## src/rtl/bus_arb_pkg.sv

```systemverilog
// Shared types and constants for the 6510 bus arbiter (RDY/AEC generation).
package bus_arb_pkg;

    typedef enum logic [1:0] {
        IDLE  = 2'd0,
        WARN  = 2'd1,
        GRANT = 2'd2
    } arb_state_e;

    localparam int unsigned BA_LEAD_DEFAULT = 3;

    // Width of a counter that must reach ba_lead, never narrower than one bit.
    function automatic int unsigned lead_cnt_w(input int unsigned ba_lead);
        int unsigned w;
        w = $clog2(ba_lead + 1);
        return (w == 0) ? 1 : w;
    endfunction

endpackage

```

## src/rtl/bus_arbiter.sv

```systemverilog
// Drives CPU RDY/AEC from the VIC-II DMA request with a BA warning window and
// counts stolen cycles. Optional write-during-grant check: BUS_VIOLATION_CHECK_EN.
module bus_arbiter
    import bus_arb_pkg::*;
#(
    parameter int unsigned BA_LEAD = BA_LEAD_DEFAULT,
    parameter int unsigned CNT_W   = 16
) (
    input  logic             clk,
    input  logic             reset_n,
    input  logic             cyc_en,
    input  logic             dma_req,
    input  logic             cpu_we,
    input  logic             cnt_clr,
    output logic             ba,
    output logic             rdy,
    output logic             aec,
    output logic             vic_grant,
    output logic [CNT_W-1:0] stolen_cnt,
    output logic             violation
);

    localparam int unsigned LEAD_W = lead_cnt_w(BA_LEAD);

    arb_state_e        state_q, state_d;
    logic [LEAD_W-1:0] lead_q, lead_d;
    logic              ba_q, ba_d;
    logic              aec_q, aec_d;
    logic              grant_q, grant_d;
    logic [CNT_W-1:0]  cnt_q, cnt_d;

    // Next-state and next-output logic; everything advances only on cyc_en.
    always_comb begin
        state_d = state_q;
        lead_d  = lead_q;
        ba_d    = ba_q;
        aec_d   = aec_q;
        grant_d = grant_q;
        cnt_d   = cnt_q;

        if (cyc_en) begin
            case (state_q)
                IDLE: begin
                    if (dma_req) begin
                        ba_d = 1'b0;
                        if (BA_LEAD == 0) begin
                            state_d = GRANT;
                            aec_d   = 1'b0;
                            grant_d = 1'b1;
                        end else begin
                            state_d = WARN;
                            lead_d  = LEAD_W'(1);
                        end
                    end
                end
                WARN: begin
                    if (!dma_req) begin
                        state_d = IDLE;
                        ba_d    = 1'b1;
                        lead_d  = '0;
                    end else if (lead_q == LEAD_W'(BA_LEAD)) begin
                        state_d = GRANT;
                        aec_d   = 1'b0;
                        grant_d = 1'b1;
                    end else begin
                        lead_d = LEAD_W'(lead_q + LEAD_W'(1));
                    end
                end
                GRANT: begin
                    if (cnt_q != {CNT_W{1'b1}}) begin
                        cnt_d = CNT_W'(cnt_q + CNT_W'(1));
                    end
                    if (!dma_req) begin
                        state_d = IDLE;
                        ba_d    = 1'b1;
                        aec_d   = 1'b1;
                        grant_d = 1'b0;
                        lead_d  = '0;
                    end
                end
                default: begin
                    state_d = IDLE;
                    ba_d    = 1'b1;
                    aec_d   = 1'b1;
                    grant_d = 1'b0;
                    lead_d  = '0;
                end
            endcase
        end

        // Clear beats a coincident increment and works without cyc_en.
        if (cnt_clr) begin
            cnt_d = '0;
        end
    end

    always_ff @(posedge clk or negedge reset_n) begin
        if (!reset_n) begin
            state_q <= IDLE;
            lead_q  <= '0;
            ba_q    <= 1'b1;
            aec_q   <= 1'b1;
            grant_q <= 1'b0;
            cnt_q   <= '0;
        end else begin
            state_q <= state_d;
            lead_q  <= lead_d;
            ba_q    <= ba_d;
            aec_q   <= aec_d;
            grant_q <= grant_d;
            cnt_q   <= cnt_d;
        end
    end

    assign ba         = ba_q;
    assign rdy        = ba_q;
    assign aec        = aec_q;
    assign vic_grant  = grant_q;
    assign stolen_cnt = cnt_q;

`ifdef BUS_VIOLATION_CHECK_EN
    logic viol_q;

    // Sticky: the CPU tried to write while the VIC owned the bus.
    always_ff @(posedge clk or negedge reset_n) begin
        if (!reset_n) begin
            viol_q <= 1'b0;
        end else if (cnt_clr) begin
            viol_q <= 1'b0;
        end else if (cyc_en && (state_q == GRANT) && cpu_we) begin
            viol_q <= 1'b1;
        end
    end

    always_ff @(posedge clk) begin
        if (reset_n && cyc_en && (state_q == GRANT) && cpu_we) begin
            $error("bus_arbiter: CPU write while AEC=0");
        end
    end

    assign violation = viol_q;
`else
    logic unused_cpu_we;
    assign unused_cpu_we = cpu_we;
    assign violation     = 1'b0;
`endif

endmodule

```

## config.mk

```make
export PLATFORM = sky130hd
export DESIGN_NAME = bus_arbiter
export DESIGN_NICKNAME = d
export VERILOG_FILES = /design/src/rtl/bus_arb_pkg.sv /design/src/rtl/bus_arbiter.sv
export SDC_FILE = /design/constraint.sdc
export NUM_CORES = 1
export LEC_CHECK = 0
export BUFFER_PORTS_ARGS = -buffer_cell sky130_fd_sc_hd__buf_2
export CORE_MARGIN = 2
export CORE_UTILIZATION = 54
export CTS_CLUSTER_SIZE = 28
export DETAILED_ROUTE_END_ITERATION = 7
export PLACE_DENSITY = 0.87
export SETUP_SLACK_MARGIN = 0.1
export SLEW_MARGIN = 30
export SYNTH_ARGS = -nofsm -noshare
export SYNTH_HDL_FRONTEND = slang
export SYNTH_SLANG_ARGS = --single-unit
```

## constraint.sdc

```tcl
create_clock -name clk -period 2.4 [get_ports clk]
set_input_delay 0.48 -clock clk [delete_from_list [all_inputs] [get_ports clk]]
set_output_delay 0.48 -clock clk [all_outputs]
set_load 0.005 [all_outputs]
```

==> results.sh <==
export IMPL_status="finished, final reports clean"
export IMPL_grt_pass1_wl_um=5370
export IMPL_async_reset_ff_share_pct=100
export IMPL_synthFlopType="dfrtp_1"
export IMPL_grt_overflow=0
export IMPL_gp_congestion=0.827
export IMPL_yosys_warnings=0
export IMPL_reg2reg_from="stolen_cnt[0]$_DFFE_PN0P_"
export IMPL_reg2regPathDepth=4
export IMPL_tightestPinTransition_ns=0.486
export IMPL_clk_root_buffer_cell="clkbuf_4"
export IMPL_end_kind="flop"
export IMPL_fin_skew_ns=0.000989
export IMPL_ant_nets=0
export IMPL_rr_endpoint="stolen_cnt[13]$_DFFE_PN0P_"
export IMPL_cts_setup_buffers=0
export IMPL_cp_required_ns=2.62
export IMPL_criticalPathCategory="reg2reg"
export IMPL_synthesis_area_sq_um=1440
export IMPL_drt_first_pass_iters=4
export IMPL_utilization_pct=63.6
export IMPL_cts_resized=0
export IMPL_yosysSeqAreaShare_pct=40.2
export IMPL_vdd_drop_max_mv=0.533
export IMPL_antenna_cells=0
export IMPL_grt_max_degree=28
export IMPL_hold_slack_ns=0.117
export IMPL_nFillCells=213
export IMPL_htreeDepth=1
export IMPL_wl_per_cell_um=15.0
export IMPL_start_util_pct=57.5
export IMPL_syn_num_nets=169
export IMPL_hp_class="in2async"
export IMPL_drive_gt1_share_pct=22.2
export IMPL_cts_hold_buffers_added=0
export IMPL_portBuffers=24
export IMPL_reg2reg_slack_ns=0.31
export IMPL_clk_insertion_delay_late_ns=0.32
export IMPL_slew_limit_headroom_pct=66.8
export IMPL_die_y_um=55.6
export IMPL_cts_sinks=23
export IMPL_syn2layout_area_growth_pct=10.5
export IMPL_drv_slew=0
export IMPL_drt_initial_drc_count=55
export IMPL_min_period_ns=2.09
export IMPL_synth_edf_count=0
export IMPL_antenna_found_initial=0
export IMPL_max_freq_ghz=0.479
export IMPL_via_count=1263
export IMPL_leakage_nw=0.740
export IMPL_fin_nets=192
export IMPL_critPathTopFamily="compound AO/OA/AOI/OAI gates"
export IMPL_fp_dieW_um=55.6
export IMPL_cts_made_buffers=3
export IMPL_drc=0
export IMPL_io_pins=27
export IMPL_rows=18
export IMPL_crit_path_max_incr_delay_ns=0.53
export IMPL_arrival_ns=2.30
export IMPL_via_per_inst=6.01
export IMPL_period_share_pct=87.0
export IMPL_fin_setup_tns_ns=0
export IMPL_worstSetupStartpointType="flop"
export IMPL_grt_util_all_layers_pct=21.6
export IMPL_synth_cell_types=39
export IMPL_fp_coreArea_sq_um=2500
export IMPL_wl_um=3150
export IMPL_path_max_fanout=12
export IMPL_cts_tree="yes"
export IMPL_ys_ff_latch=23
export IMPL_syn_area_per_cell_sq_um=9.10
export IMPL_rsz0062_at_grt="false"
export IMPL_finalHoldViolCount=0
export IMPL_power_density_nw_per_um2=598
export IMPL_finalSetupViolCount=0
export IMPL_synthCells=158
export IMPL_worstPathCellList="ha_1 -> and4_1 -> a2111oi_0 -> mux2_2"
export IMPL_clock_path_buffers=2
export IMPL_dieArea_sq_um=3090
export IMPL_max_cap_violations=0
export IMPL_clk_pin_slew_ns=0.12
export IMPL_post_dp_hpwl_um=2330
export IMPL_critPathBufInv=0
export IMPL_crit_slowest_cell="a2111oi_0"
export IMPL_grt_pass1_vias=1301
[layout make-up]
class	count	area, sq um	area share, %
well taps	30	37.5	2.36
clock buffers	4	26.3	1.65
repair buffers	26	135	8.50
inverters	6	22.5	1.42
flip-flops and latches	23	578	36.4
multi-input cells	121	790	49.7
[per-layer routing]
layer  track usage [%]  part of all wire [%]
met2              36.2                    50
met1              25.9                    44
met3              3.02                   4.5
met4              13.2                   1.3
met5                 0                     0
[worst reg2reg max path: stages, from the launching register on]
cell	delay [ns]
dfrtp_1	0.45
ha_1	0.25
and4_1	0.37
a2111oi_0	0.53
mux2_2	0.39
[worst max-delay path by stage]
| stage | startpoint | depth (start not counted) | end |
|---|---|---|---|
| floorplan | stolen_cnt[0]$_DFFE_PN0P_ | 5 | stolen_cnt[15]$_DFFE_PN0P_ |
| global placement | stolen_cnt[0]$_DFFE_PN0P_ | 4 | stolen_cnt[11]$_DFFE_PN0P_ |
| detailed placement | stolen_cnt[0]$_DFFE_PN0P_ | 4 | stolen_cnt[13]$_DFFE_PN0P_ |
| CTS | stolen_cnt[0]$_DFFE_PN0P_ | 4 | stolen_cnt[13]$_DFFE_PN0P_ |
| global route | stolen_cnt[0]$_DFFE_PN0P_ | 4 | stolen_cnt[13]$_DFFE_PN0P_ |
| finish | stolen_cnt[0]$_DFFE_PN0P_ | 4 | stolen_cnt[13]$_DFFE_PN0P_ |
[metrics by stage]
stage                     std cells  setup WS, ns  total power [mW]  cell area (sq um)
final                           210         0.312             0.951               1590
after global routing            210         0.110              1.01               1590
after CTS                       210         0.311             0.954               1590
after detailed placement        206         0.350             0.773               1560
after global placement          206         0.388             0.745               1560
after floorplan                 158         0.507             0.689               1440
[flip-flops by register name, indices dropped and copies added, names as in the netlist]
signal      flops
aec             1
stolen_cnt     16
ba              1
state_q         2
vic_grant       1
lead_q          2
[cell families (layout without fill, tap and decap cells)]
| group | after synthesis | count (layout) | share of synthesized area [%] |
|---|---|---|---|
| buffers and inverters | 14 | 36 | 4.87 |
| muxes | 12 | 12 | 9.31 |
| DFF | 23 | 23 | 40.2 |
| AOI/OAI and AO/OA | 33 | 33 | 14.5 |
| other | 1 | 1 | 0.261 |
| and+or+nand+nor | 70 | 70 | 26.5 |
| adders and majority gates | 5 | 5 | 4.35 |
[Yosys cell counts, types with 3 or more instances]
| cell type | n | area, sq um |
|---|---|---|
| nand2b_1 | 3 | 18.8 |
| a211oi_1 | 3 | 22.5 |
| a21oi_1 | 14 | 70.1 |
| nor2_1 | 14 | 52.6 |
| mux2_2 | 4 | 45.0 |
| o21ai_0 | 5 | 25.0 |
| nand2_1 | 15 | 56.3 |
| clkbuf_1 | 3 | 11.3 |
| dfrtp_1 | 21 | 526 |
| o31ai_1 | 4 | 30.0 |
| nor2b_1 | 10 | 62.6 |
| nand3_1 | 8 | 40.0 |
| inv_1 | 6 | 22.5 |
| mux2_1 | 7 | 78.8 |
| a2111oi_0 | 3 | 26.3 |
| ha_1 | 5 | 62.6 |
[cells in the final DEF (no fill, tap or decap), types with 3 or more instances in the layout]
cell and count:
a2111oi_0 3, a211oi_1 3, a21oi_1 14, buf_2 24, clkbuf_4 3, dfrtp_1 21
ha_1 5, inv_1 6, mux2_1 7, mux2_2 4, nand2_1 15, nand2b_1 3
nand3_1 8, nor2_1 14, nor2b_1 10, o21ai_0 5, o31ai_1 4
[power by group]
group          leakage [nW]  total, mW  switching [mW]  internal (mW)
Combinational         0.419      0.283           0.166          0.117
Sequential            0.306      0.485          0.0396          0.445
Clock                0.0150      0.183           0.118         0.0651
Total                 0.740      0.951           0.323          0.627
(Power assumes the default switching activity.)
